[config.mk]
export PLATFORM = sky130hd
export DESIGN_NAME = decompose_ctrl_flat
export DESIGN_NICKNAME = d
export VERILOG_FILES = /design/src/rtl/dilithium_pkg.sv /design/src/rtl/decompose_ctrl_if.sv /design/src/rtl/skid_fifo2.sv /design/src/rtl/decompose_ctrl.sv /design/src/flat_wrapper.sv
export SDC_FILE = /design/constraint.sdc
export NUM_CORES = 1
export LEC_CHECK = 0
export ABC_CLOCK_PERIOD_IN_PS = 4400
export CAP_MARGIN = 20
export CORE_AREA = 4 4 247 249
export DETAILED_ROUTE_END_ITERATION = 8
export DIE_AREA = 0 0 251 253
export SETUP_SLACK_MARGIN = 0.02
export SLEW_MARGIN = 20
export SYNTH_ARGS = -nofsm -noshare
export SYNTH_HDL_FRONTEND = slang
export SYNTH_SLANG_ARGS = --single-unit
[constraint.sdc]
create_clock -name clk -period 4.4 [get_ports clk]
set_input_delay 1.32 -clock clk [delete_from_list [all_inputs] [get_ports clk]]
set_output_delay 1.32 -clock clk [all_outputs]
set_load 0.02 [all_outputs]
[src/rtl/dilithium_pkg.sv]
`default_nettype none
// ============================================================================
// Module      : dilithium_pkg
// Description : Shared constants, controller state encoding and K lookup.
// Revision    : 1.0 - initial release
// ============================================================================
package dilithium_pkg;

    localparam int N            = 256;
    localparam int K_MAX        = 8;
    localparam int COEFF_W_DEF  = 24;
    localparam int OUTPUT_W_DEF = 4;
    localparam int ADDR_W_DEF   = 10;

    typedef enum logic [1:0] {
        ST_IDLE  = 2'd0,
        ST_RUN   = 2'd1,
        ST_DRAIN = 2'd2,
        ST_DONE  = 2'd3
    } ctrl_state_t;

    // Polynomial count for a security level; 0 marks an unsupported level.
    function automatic logic [3:0] k_of_sec(input logic [2:0] sec_lvl);
        case (sec_lvl)
            3'd2:    k_of_sec = 4'd4;
            3'd3:    k_of_sec = 4'd6;
            3'd5:    k_of_sec = 4'd8;
            default: k_of_sec = 4'd0;
        endcase
    endfunction

endpackage
`default_nettype wire

[src/rtl/decompose_ctrl_if.sv]
`default_nettype none
// ============================================================================
// Module      : decompose_ctrl_if
// Description : Control, memory and decomposer bus of decompose_ctrl.
// Revision    : 1.0 - initial release
// ============================================================================
interface decompose_ctrl_if import dilithium_pkg::*; #(
    parameter int OUTPUT_W = OUTPUT_W_DEF,
    parameter int COEFF_W  = COEFF_W_DEF,
    parameter int ADDR_W   = ADDR_W_DEF
) ();

    localparam int DATA_W = OUTPUT_W * COEFF_W;

    logic              start;
    logic [2:0]        sec_lvl;
    logic [ADDR_W-1:0] rd_base;
    logic [ADDR_W-1:0] wr_base;
    logic              busy;
    logic              done;
    logic              err;
    logic              rd_en;
    logic [ADDR_W-1:0] rd_addr;
    logic [DATA_W-1:0] rd_data;
    logic              dec_valid_i;
    logic              dec_ready_i;
    logic [DATA_W-1:0] dec_di;
    logic [DATA_W-1:0] dec_doa;
    logic [DATA_W-1:0] dec_dob;
    logic              dec_valid_o;
    logic              dec_ready_o;
    logic              wr_stall;
    logic              wr_en;
    logic [ADDR_W-1:0] wr_addr;
    logic [DATA_W-1:0] wr_doa;
    logic [DATA_W-1:0] wr_dob;

    modport master (
        input  start, sec_lvl, rd_base, wr_base, rd_data, dec_ready_i,
               dec_doa, dec_dob, dec_valid_o, wr_stall,
        output busy, done, err, rd_en, rd_addr, dec_valid_i, dec_di,
               dec_ready_o, wr_en, wr_addr, wr_doa, wr_dob
    );

    modport slave (
        output start, sec_lvl, rd_base, wr_base, rd_data, dec_ready_i,
               dec_doa, dec_dob, dec_valid_o, wr_stall,
        input  busy, done, err, rd_en, rd_addr, dec_valid_i, dec_di,
               dec_ready_o, wr_en, wr_addr, wr_doa, wr_dob
    );

endinterface
`default_nettype wire

[src/rtl/skid_fifo2.sv]
`default_nettype none
// ============================================================================
// Module      : skid_fifo2
// Description : Two-entry valid/ready FIFO with occupancy output.
// Revision    : 1.0 - initial release
// ============================================================================
module skid_fifo2 #(
    parameter int WIDTH = 8
) (
    input  logic             clk,
    input  logic             rst,
    input  logic             push_valid,
    input  logic [WIDTH-1:0] push_data,
    output logic             pop_valid,
    input  logic             pop_ready,
    output logic [WIDTH-1:0] pop_data,
    output logic [1:0]       occupancy
);

    logic [WIDTH-1:0] r_mem0;
    logic [WIDTH-1:0] r_mem1;
    logic [1:0]       r_occ;
    logic             w_pop;
    logic             w_push;

    assign pop_valid = (r_occ != 2'd0);
    assign pop_data  = r_mem0;
    assign occupancy = r_occ;
    assign w_pop     = pop_valid & pop_ready;
    // Producer is expected to respect occupancy; a push into a full FIFO is dropped.
    assign w_push    = push_valid & ((r_occ != 2'd2) | w_pop);

    always_ff @(posedge clk) begin
        if (rst) begin
            r_mem0 <= '0;
            r_mem1 <= '0;
            r_occ  <= 2'd0;
        end else begin
            case ({w_push, w_pop})
                2'b10: begin
                    if (r_occ == 2'd0) r_mem0 <= push_data;
                    else               r_mem1 <= push_data;
                    r_occ <= r_occ + 2'd1;
                end
                2'b01: begin
                    r_mem0 <= r_mem1;
                    r_occ  <= r_occ - 2'd1;
                end
                2'b11: begin
                    if (r_occ == 2'd1) begin
                        r_mem0 <= push_data;
                    end else begin
                        r_mem0 <= r_mem1;
                        r_mem1 <= push_data;
                    end
                end
                default: ;
            endcase
        end
    end

endmodule
`default_nettype wire

[src/rtl/decompose_ctrl.sv]
`default_nettype none
// ============================================================================
// Module      : decompose_ctrl
// Description : Streams the w vector through one decomposer and writes w1/w0.
// Revision    : 1.0 - initial release
// ============================================================================
module decompose_ctrl import dilithium_pkg::*; #(
    parameter int OUTPUT_W = OUTPUT_W_DEF,
    parameter int COEFF_W  = COEFF_W_DEF,
    parameter int ADDR_W   = ADDR_W_DEF
) (
    input  logic              clk,
    input  logic              rst,
    decompose_ctrl_if.master  bus
);

    localparam int DATA_W         = OUTPUT_W * COEFF_W;
    localparam int WORDS_PER_POLY = N / OUTPUT_W;
    localparam int CNT_W          = $clog2(K_MAX * WORDS_PER_POLY + 1);

    ctrl_state_t       r_state;
    logic [3:0]        r_k;
    logic [ADDR_W-1:0] r_rd_base;
    logic [ADDR_W-1:0] r_wr_base;
    logic [CNT_W-1:0]  r_rd_cnt;
    logic [CNT_W-1:0]  r_wr_cnt;
    logic              r_in_flight;
    logic              r_busy;
    logic              r_done;
    logic              r_err;

    logic [CNT_W-1:0]  w_total;
    logic [3:0]        w_start_k;
    logic              w_active;
    logic              w_dec_ready_o;
    logic              w_head_valid;
    logic [DATA_W-1:0] w_head_data;
    logic [1:0]        w_occ;
    logic              w_pop;
    logic [2:0]        w_credit_used;
    logic              w_rd_en;
    logic              w_wr_en;

    assign w_total   = CNT_W'(r_k) * CNT_W'(WORDS_PER_POLY);
    assign w_start_k = k_of_sec(bus.sec_lvl);
    assign w_active  = (r_state == ST_RUN) || (r_state == ST_DRAIN);

    // Credit counts a word leaving the buffer this cycle so a steady stream
    // sustains one read per cycle without ever overfilling the two entries.
    assign w_pop         = w_head_valid & bus.dec_ready_i;
    assign w_credit_used = {1'b0, w_occ} + {2'b00, r_in_flight} - {2'b00, w_pop};
    assign w_rd_en       = (r_state == ST_RUN) && (w_credit_used < 3'd2);

    assign w_dec_ready_o = w_active & ~bus.wr_stall;
    assign w_wr_en       = bus.dec_valid_o & w_dec_ready_o;

    skid_fifo2 #(
        .WIDTH (DATA_W)
    ) u_skid (
        .clk        (clk),
        .rst        (rst),
        .push_valid (r_in_flight),
        .push_data  (bus.rd_data),
        .pop_valid  (w_head_valid),
        .pop_ready  (bus.dec_ready_i),
        .pop_data   (w_head_data),
        .occupancy  (w_occ)
    );

    assign bus.rd_en       = w_rd_en;
    assign bus.rd_addr     = r_rd_base + ADDR_W'(r_rd_cnt);
    assign bus.dec_valid_i = w_head_valid;
    assign bus.dec_di      = w_head_data;
    assign bus.dec_ready_o = w_dec_ready_o;
    assign bus.wr_en       = w_wr_en;
    assign bus.wr_addr     = r_wr_base + ADDR_W'(r_wr_cnt);
    assign bus.wr_doa      = bus.dec_doa;
    assign bus.wr_dob      = bus.dec_dob;
    assign bus.busy        = r_busy;
    assign bus.done        = r_done;
    assign bus.err         = r_err;

    always_ff @(posedge clk) begin
        if (rst) begin
            r_state     <= ST_IDLE;
            r_k         <= 4'd0;
            r_rd_base   <= '0;
            r_wr_base   <= '0;
            r_rd_cnt    <= '0;
            r_wr_cnt    <= '0;
            r_in_flight <= 1'b0;
            r_busy      <= 1'b0;
            r_done      <= 1'b0;
            r_err       <= 1'b0;
        end else begin
            r_done      <= 1'b0;
            r_err       <= 1'b0;
            r_in_flight <= w_rd_en;
            if (w_rd_en) r_rd_cnt <= r_rd_cnt + CNT_W'(1);
            if (w_wr_en) r_wr_cnt <= r_wr_cnt + CNT_W'(1);

            case (r_state)
                ST_IDLE: begin
                    if (bus.start) begin
                        if (w_start_k == 4'd0) begin
                            r_err <= 1'b1;
                        end else begin
                            r_state   <= ST_RUN;
                            r_busy    <= 1'b1;
                            r_k       <= w_start_k;
                            r_rd_base <= bus.rd_base;
                            r_wr_base <= bus.wr_base;
                            r_rd_cnt  <= '0;
                            r_wr_cnt  <= '0;
                        end
                    end
                end
                ST_RUN: begin
                    if (w_rd_en && (r_rd_cnt == w_total - CNT_W'(1))) r_state <= ST_DRAIN;
                end
                ST_DRAIN: begin
                    if (w_wr_en && (r_wr_cnt == w_total - CNT_W'(1))) begin
                        r_state <= ST_DONE;
                        r_done  <= 1'b1;
                    end
                end
                ST_DONE: begin
                    r_state <= ST_IDLE;
                    r_busy  <= 1'b0;
                end
                default: r_state <= ST_IDLE;
            endcase
        end
    end

endmodule
`default_nettype wire

[src/flat_wrapper.sv]
// flat-port wrapper written by rule: the top's interface ports become plain ports
module decompose_ctrl_flat import dilithium_pkg::*;
#(
    parameter int OUTPUT_W = OUTPUT_W_DEF,
    parameter int COEFF_W  = COEFF_W_DEF,
    parameter int ADDR_W   = ADDR_W_DEF
)
  (clk, rst, bus_start, bus_sec_lvl, bus_rd_base, bus_wr_base, bus_rd_data, bus_dec_ready_i, bus_dec_doa, bus_dec_dob, bus_dec_valid_o, bus_wr_stall, bus_busy, bus_done, bus_err, bus_rd_en, bus_rd_addr, bus_dec_valid_i, bus_dec_di, bus_dec_ready_o, bus_wr_en, bus_wr_addr, bus_wr_doa, bus_wr_dob);
  decompose_ctrl_if #(.OUTPUT_W(OUTPUT_W), .COEFF_W(COEFF_W), .ADDR_W(ADDR_W)) bus_i ();
  input  logic clk;
  input  logic rst;
  input wire logic [$bits(bus_i.start)-1:0] bus_start;
  input wire logic [$bits(bus_i.sec_lvl)-1:0] bus_sec_lvl;
  input wire logic [$bits(bus_i.rd_base)-1:0] bus_rd_base;
  input wire logic [$bits(bus_i.wr_base)-1:0] bus_wr_base;
  input wire logic [$bits(bus_i.rd_data)-1:0] bus_rd_data;
  input wire logic [$bits(bus_i.dec_ready_i)-1:0] bus_dec_ready_i;
  input wire logic [$bits(bus_i.dec_doa)-1:0] bus_dec_doa;
  input wire logic [$bits(bus_i.dec_dob)-1:0] bus_dec_dob;
  input wire logic [$bits(bus_i.dec_valid_o)-1:0] bus_dec_valid_o;
  input wire logic [$bits(bus_i.wr_stall)-1:0] bus_wr_stall;
  output wire logic [$bits(bus_i.busy)-1:0] bus_busy;
  output wire logic [$bits(bus_i.done)-1:0] bus_done;
  output wire logic [$bits(bus_i.err)-1:0] bus_err;
  output wire logic [$bits(bus_i.rd_en)-1:0] bus_rd_en;
  output wire logic [$bits(bus_i.rd_addr)-1:0] bus_rd_addr;
  output wire logic [$bits(bus_i.dec_valid_i)-1:0] bus_dec_valid_i;
  output wire logic [$bits(bus_i.dec_di)-1:0] bus_dec_di;
  output wire logic [$bits(bus_i.dec_ready_o)-1:0] bus_dec_ready_o;
  output wire logic [$bits(bus_i.wr_en)-1:0] bus_wr_en;
  output wire logic [$bits(bus_i.wr_addr)-1:0] bus_wr_addr;
  output wire logic [$bits(bus_i.wr_doa)-1:0] bus_wr_doa;
  output wire logic [$bits(bus_i.wr_dob)-1:0] bus_wr_dob;
  assign bus_i.start = bus_start;
  assign bus_i.sec_lvl = bus_sec_lvl;
  assign bus_i.rd_base = bus_rd_base;
  assign bus_i.wr_base = bus_wr_base;
  assign bus_i.rd_data = bus_rd_data;
  assign bus_i.dec_ready_i = bus_dec_ready_i;
  assign bus_i.dec_doa = bus_dec_doa;
  assign bus_i.dec_dob = bus_dec_dob;
  assign bus_i.dec_valid_o = bus_dec_valid_o;
  assign bus_i.wr_stall = bus_wr_stall;
  assign bus_busy = bus_i.busy;
  assign bus_done = bus_i.done;
  assign bus_err = bus_i.err;
  assign bus_rd_en = bus_i.rd_en;
  assign bus_rd_addr = bus_i.rd_addr;
  assign bus_dec_valid_i = bus_i.dec_valid_i;
  assign bus_dec_di = bus_i.dec_di;
  assign bus_dec_ready_o = bus_i.dec_ready_o;
  assign bus_wr_en = bus_i.wr_en;
  assign bus_wr_addr = bus_i.wr_addr;
  assign bus_wr_doa = bus_i.wr_doa;
  assign bus_wr_dob = bus_i.wr_dob;
  decompose_ctrl #(.OUTPUT_W(OUTPUT_W), .COEFF_W(COEFF_W), .ADDR_W(ADDR_W)) u_core (.clk(clk), .rst(rst), .bus(bus_i));
endmodule
==> flow_results.org, run 1 <==
** Routing
- Detailed Route WL :: approximately 37,000 µm
- Overall via count from detail_route :: around 9,900
- In this run, the number of DRC markers left after iteration 0 of detailed routing was 516.
- Once detail routing completed, the nets flagged for antenna violations numbered 0.
- The first TritonRoute pass finished after 5 iterations.
- DR vias/cell :: roughly 4.4
- In the final routed layout, each cell accounts on average for 16.5 µm.
- For this run, design rule violations remaining after detail routing come to 0.

** Global routing
- The initial antenna violation count is 2.
- Gr ovfl total :: 0
- Entering global routing, the biggest net connects 97 pins.
- The first global-routing pass estimated approximately 56,000 µm of wire.
- The number of global-route vias before repair came to 9,967.
- Across every metal layer, demand over resource in global routing totals 11.0%.

** STA
- Across the routed clock network, the largest skew measured is between 10 and 15 ps.
- Highest attainable clock frequency :: ~0.23 GHz
- Slew headroom :: 43.4%
- Final-layout setup total negative slack :: 0 ps
- Across all setup checks in the final design, the least slack found is 85.7 ps.
- Setup-failing EPs final :: 0
- Max-slew violation count :: 0
- Setup repair after global routing missed its margin :: true
- Hold Fails Final Rpt :: 0
- The routed design could run at a clock period as short as 4310 ps.
- After layout, the worst path uses approximately 100% of the clock period.
- At the pin with the least slew margin, the transition time is about 850 ps.

** Cells and area
- Relative to the synthesized area, the layout overhead comes to 25.1%.
- Leading cell types in the layout, fill and taps excluded :: nand2_1 (250), dfxtp_1 (242), clkdlybuf4s50_1 (236)
- Most common cell after layout, fill and taps aside :: nand2_1
- Layout cells sized above 1 :: 12.9%
- Number of nets in the final layout :: 1,785
- Final standard cell area without fillers :: 15,200 µm²
- In the final layout, flip-flops and latches occupy 4870 µm².
- Summing all multi-input logic gate instances after layout gives 5370 µm².
- After filler insertion, the fill cell instance count of the layout stands at 6,232.
- Non-filler cells, final :: 2,231

** Placed design
- After detailed placement, the design holds a cell count of 2,171.
- Post-DP HPWL :: about 25,000 µm
- DP Worst Slack :: -330 ps
- Number of port buffers :: 247
- The placed instances occupy a cell area of 14,000 µm².
- Routability-driven placement finished with a final weighted congestion of 0.762.

** Min path
- Cell count of the worst hold path :: 2
- The tightest min-delay check is of the reg -> reg type.

** Yosys
- Area of the mapped netlist :: 12,100 µm²
- Synthesis warning total :: 0
- Proportion of synthesized chip area in sequential cells :: 40.1%
- Post-Syn Instances :: 1,412
- Cell variety after synth :: 49
- Avg Inst Size Synth :: 8.60 µm²
- Synthesis inferred 243 register bits.
- Post-Syn Nets :: around 1,800

** Critical path
- The critical path is of the in -> out type.
- Data on the critical path is required at its endpoint by between 3000 and 4000 ps.
- Cell depth of the worst flop-to-flop path :: 15
- For the worst setup path, the data arrival time is roughly 3000 ps.
- STA classifies the critical path endpoint as an output port.
- Launching element type of the critical path :: primary input
- Of all nets on the critical path, the largest fanout is 2.

** Pwr
- The worst-case IR drop observed on VDD is 0.387 mV.
- Pwr/cell area :: 625 nW/µm²
- For this design the static power due to leakage is between 5 and 6 nW.

** Clocking
- Post-CTS clock slew at the launch and capture registers of the worst setup and hold paths :: 60 ps
- The clock reaches the later pin of the worst-skew pair after 580 ps.
- Number of buffers created by CTS :: 30
- Maximum count of clock buffers along a single path :: 3
- For this design, the sink count on the clock tree is 243.
- # hold bufs at CTS :: 0
- Root buffer cell :: clkbuf_16
- In this run the number of H-tree levels came out at 1.
- Clock tree from TritonCTS :: yes

** Run
- The tool flagged a number of max-cap violations equal to 0.

** Floorplanning
- Num rows :: between 80 and 90
- Area enclosed by the die boundary :: around 64,000 µm²
- Horizontal extent of the die :: 251 µm
- 632 I/O pins were placed.
- The floorplan step set the die height to 253 µm.
- Core area :: 58,700 µm²
- Starting density of the core :: about a fifth

** Status
- The run finished with clean final reports.
==> power breakdown <==
group | internal, mW | switching, mW
Sequential | 2.72 | 0.308
Clock | 1.69 | 1.04
Combinational | 1.64 | 2.09
Total | 6.05 | 3.44
==> worst paths after layout <==
path                              start                  endpoint  slack [ps]
max                     bus_dec_ready_i                 bus_rd_en          90
min            u_core.u_skid.r_mem1[16]  u_core.u_skid.r_mem1[16]         450
max reg2reg  u_core.u_skid.occupancy[0]         u_core.r_state[1]        1200
min reg2reg    u_core.u_skid.r_mem1[16]  u_core.u_skid.r_mem1[16]         450
==> routing by layer <==
layer / wire length, µm / vias up / global-route usage (%)
li1: - / 4663 / -
met1: 14000 / 4676 / 12.1
met2: 18000 / 404 / 19.1
met3: 2840 / 113 / 3.36
met4: 1920 / 6 / 5.53
met5: 58 / - / 0.526
==> cells in the mapped netlist (all sizes together) <==
master / instances / share of area (%)
nand2b: 8 / 0.41
a21o: 9 / 0.56
nand2: 251 / 7.8
o21a: 1 / 0.062
clkbuf: 45 / 1.4
nor4: 3 / 0.38
mux2i: 2 / 0.16
a221oi: 96 / 9.0
o21bai: 2 / 0.12
nor2b: 5 / 0.26
ha: 31 / 3.2
and3: 3 / 0.15
buf: 243 / 14
and4: 2 / 0.14
o22ai: 2 / 0.10
nand4: 3 / 0.15
inv: 24 / 0.74
xnor2: 30 / 2.2
a311oi: 3 / 0.32
nand3b: 2 / 0.12
nor2: 130 / 4.0
and2: 2 / 0.10
a211oi: 3 / 0.19
fa: 3 / 0.49
o41ai: 2 / 0.14
and2b: 1 / 0.062
xor3: 1 / 0.20
nand4b: 1 / 0.072
a31oi: 2 / 0.10
a21oi: 129 / 5.5
xor2: 14 / 1.0
nor3: 101 / 5.8
nand3: 7 / 0.29
nor3b: 2 / 0.12
o21ai: 6 / 0.25
dfxtp: 243 / 40
==> through the flow <==
stage / hold slack [ps] / power (mW) / utilization [%]
after floorplan: 432 / 5.37 / -
after global placement: 438 / 6.73 / 23.9
after detailed placement: 443 / 6.79 / 23.9
after CTS: 451 / 9.66 / 25.9
after global routing: 465 / 10.1 / 25.9
final: 450 / 9.49 / 25.9
==> sequential cells by signal, summed over array words and instances, names as in the netlist, 2 cells and up <==
name and count:
u_core.r_k 3, u_core.u_skid.pop_data 96, u_core.r_wr_base 10, u_core.r_rd_base 10, u_core.u_skid.r_mem1 96, u_core.r_rd_cnt 10, u_core.r_state 2, u_core.u_skid.occupancy 2
u_core.r_wr_cnt 10
==> logic make-up (layout without fill, tap and decap cells) <==
family	Yosys count	count (layout)	synth area share, %
other	0	1	0
xor gates and xnor gates	45	45	3.37
adders and majority gates	34	34	3.69
AOI/OAI and AO/OA	255	255	16.3
and+or+nand+nor	521	521	19.9
muxes	2	2	0.165
DFF	243	243	40.1
buffers and inverters	312	357	16.5
==> critical path, cell delays in order <==
cell and delay, ps:
dlygate4sd2_1 250, nor2b_4 140, ha_1 300, nand2b_4 140, fa_2 530, and3_4 190
buf_6 120
==> repair_timing <==
item / CTS / global route
cloned: 0 / 0
pin swaps: 3 / 1
gates resized for setup: 18 / 2
endpoints found under the setup margin: 9 / 2
setup buffers: 4 / 0
==> final cells by class <==
type	count	share of cell area (%)
antenna	1	0.0165
clock buffer	37	5.44
clock inverter	18	1.83
inverter	24	0.593
multi-input combinational	857	35.3
sequential	243	32.0
tap	773	6.37
timing repair buffer	278	18.4
(Power assumes the default switching activity.)
==> run 2, diff against run 1 <==
--- a/config.mk
+++ b/config.mk
@@ -5,13 +5,14 @@
 export SDC_FILE = /design/constraint.sdc
 export NUM_CORES = 1
 export LEC_CHECK = 0
-export ABC_CLOCK_PERIOD_IN_PS = 4400
+export ABC_CLOCK_PERIOD_IN_PS = 3900
 export CAP_MARGIN = 20
-export CORE_AREA = 4 4 247 249
+export CORE_AREA = 4 4 245 247
 export DETAILED_ROUTE_END_ITERATION = 8
-export DIE_AREA = 0 0 251 253
+export DIE_AREA = 0 0 249 251
 export SETUP_SLACK_MARGIN = 0.02
 export SLEW_MARGIN = 20
 export SYNTH_ARGS = -nofsm -noshare
 export SYNTH_HDL_FRONTEND = slang
 export SYNTH_SLANG_ARGS = --single-unit
+export TNS_END_PERCENT = 100
==> constraint.sdc (replaced) <==
create_clock -name clk -period 3.9 [get_ports clk]
set_input_delay 1.17 -clock clk [delete_from_list [all_inputs] [get_ports clk]]
set_output_delay 1.17 -clock clk [all_outputs]
set_load 0.02 [all_outputs]
==> flow_results.org, run 2 (same netlist as run 1, synthesis figures left out) <==
** Placed design
- The congestion estimate from routability-driven global placement came to 0.760.
- Port buffering added roughly 250 buffers.
- Post-DP HPWL :: roughly 25,000 µm
- Counting tap cells, the placed design contains a total of 2,158 instances.

** Run
- Number of max-cap violations :: 0

** Pwr
- In this run the power density over the cells is 701 nW/µm².
- The completed layout was analyzed and its total power is roughly 11 mW.
- For this design the static power due to leakage is 5.27 nW.
- IR analysis of the VDD net gives a maximum drop of between 0.5 and 0.6 mV.

** Routing
- Using the TritonRoute via totals, the vias-per-cell ratio works out to 4.47.
- Dividing the detail-routed wire length by the instance count gives 17.1 µm.
- Number of nets with antenna violations after routing :: 0
- The final layout contains routed wiring with a total length of 37,800 µm.
- In the routed design, unresolved DRC markers number 0.
- Overall via count from detail_route :: 9,915
- Count of TritonRoute iterations in the first routing pass :: 5
- First-iteration detailed-routing DRC count :: 464

** STA
- In this run the tightest slew margin relative to its limit is 44.6%.
- Based on the critical path, the design can be clocked at up to 0.263 GHz.
- Worst Max-Slew Pin Slew :: between 800 and 900 ps
- The max-slew violation count came to 0.
- Setup-failing EPs final :: 0
- The final hold violation count is 0.
- Period Utilization, post-route :: 97.4%
- Setup repair after global routing left no endpoint under its margin.
- Worst setup skew after layout :: ~11 ps
- Subtracting the final worst setup slack from the clock period gives 3800 ps.

** Clocking
- Clock tree from TritonCTS :: yes
- The later pin in the worst-skew pair is clocked with a latency of 570 ps.
- Post-CTS clock slew at the launch and capture registers of the worst setup and hold paths :: roughly 60 ps
- Number of buffers created by CTS :: 30
- Clock tree synthesis found a total of 243 sinks.
- Maximum count of clock buffers along a single path :: 3
- CTS HTree Levels :: 1
- CTS placed an instance of clkbuf_16 at the clock tree root.

** Cells and area
- Number of nets in the final layout :: 1,782
- The area growth from synthesis to layout is 25.6%.
- Leaving out fill and tap cells, the most frequent cells in the layout are nand2_1 (250), dfxtp_1 (237), clkdlybuf4s50_1 (231).
- Leaving out fill and tap cells, the most frequent cell in the layout is nand2_1.
- Layout cells sized above 1 :: 14.4%
- Leaving out filler cells and counting taps, the final layout contains 2,219.

** Global routing
- The first global-routing pass estimated 57,900 µm of wire.
- In the global route stage, overall resource usage came out at a little under an eighth.
- Gr ovfl total :: 0
- Entering global routing, the biggest net connects around 120 pins.
- The number of global-route vias before repair is roughly 10,000.
- Number of antenna violations at the first check in global routing :: 3

** Floorplanning
- Num rows :: between 80 and 90
- Area enclosed by the die boundary :: between 60,000 and 70,000 µm²
- Pin placement for this block handled 632 I/O pins.
- The die is roughly 250 µm tall.
- After floorplanning, the core was sized to cover about 58,000 µm².
- Horizontal extent of the die :: approximately 250 µm
- For this configuration, the core starts out at a cell density of 21.1%.

** Critical path
- At the worst endpoint, the arrival time is 2630 ps.
- Launching element type of the critical path :: primary input
- Crit path required time :: 2730 ps
- Class of the most critical setup path :: in -> out
- Slowest Stage Delay on Critical Path :: between 300 and 400 ps
- Register-to-Register Setup Slack :: 1060 ps
- For this design, the slowest cell found on the critical path is fa_2.
- Cell depth of the worst flop-to-flop path :: 14
- Crit end category :: output port
- In this run the worst path has a maximum fanout of 2.
- Sequence of cells on the critical path :: buf_4, nor2b_4, ha_4, nand2b_4, fa_2, xnor2_2, and3_4, buf_6

** Min path
- Cell count of the worst hold path :: 2
- The worst hold path belongs to the class reg -> reg.

** Status
- Status :: finished clean
==> run 2: cell types whose count changed in the layout (fill, tap and decap cells not counted), sizes merged <==
cell and change:
buf +3, inv -3, dlygate4sd2 -5, clkinvlp +1, clkdlybuf4s50 -5, clkbuf +7, clkinv -4, dlymetal6s2s +1
bufinv -1, clkdlybuf4s15 +2
==> run 2: cell type report <==
type                    count  area, µm²
diodes                      1       2.50
clock buffers              43        901
clock inverters            11        189
fillers                  6109      42300
inverters                  24       90.1
multi-input cells         857       5430
flip-flops and latches    243       4880
well taps                 765        957
repair buffers            275       2810
==> run 2: repair_timing <==
item                       4_1_cts  5_1_grt
resized for setup               56       21
setup buffers                    3        3
setup endpoints to repair       13        9
hold buffers                     0        0
pin swaps                        7       18
==> run 2: critical path, delay by kind of cell <==
kind / cells / cell delay (ps)
simple gates: 3 / 500
fa+ha+maj: 2 / 550
buf+inv: 2 / 210
xor+xnor: 1 / 180
==> run 2: stage by stage <==
stage                     instance area [µm²]  setup slack (ps)  util [%]  setup TNS [ps]  hold WS (ps)
after CTS                               15200              -113      26.3            -113           451
after detailed placement                14000              -478      24.3            -653           443
final                                   15300               101      26.5               0           450
after global placement                  14000              -479      24.3            -616           438
after floorplan                         12200              44.2         -               0           432
after global routing                    15300              1.58      26.5               0           468
==> run 2: final timing paths <==
path                         startpoint                       end
min reg2reg    u_core.u_skid.r_mem1[31]  u_core.u_skid.r_mem1[31]
min            u_core.u_skid.r_mem1[31]  u_core.u_skid.r_mem1[31]
max reg2reg  u_core.u_skid.occupancy[0]        u_core.r_rd_cnt[5]
max                     bus_dec_ready_i                 bus_rd_en
==> run 2: power breakdown <==
group / internal [mW] / switching, mW / leakage (nW)
clock network: 1.92 / 1.12 / 0.531
registers: 3.07 / 0.351 / 1.98
logic: 1.83 / 2.39 / 2.77
total: 6.82 / 3.86 / 5.27
==> run 2: layer usage <==
metal | up-vias | part of all wire (%) | wire length [µm] | global-route usage, %
li1 | 4644 | - | - | -
met2 | 391 | 49 | 18500 | 19.8
met5 | - | 0.034 | 13 | 0
met1 | 4744 | 40 | 15000 | 13.1
met3 | 134 | 7.1 | 2670 | 2.93
met4 | 2 | 4.5 | 1720 | 5.74
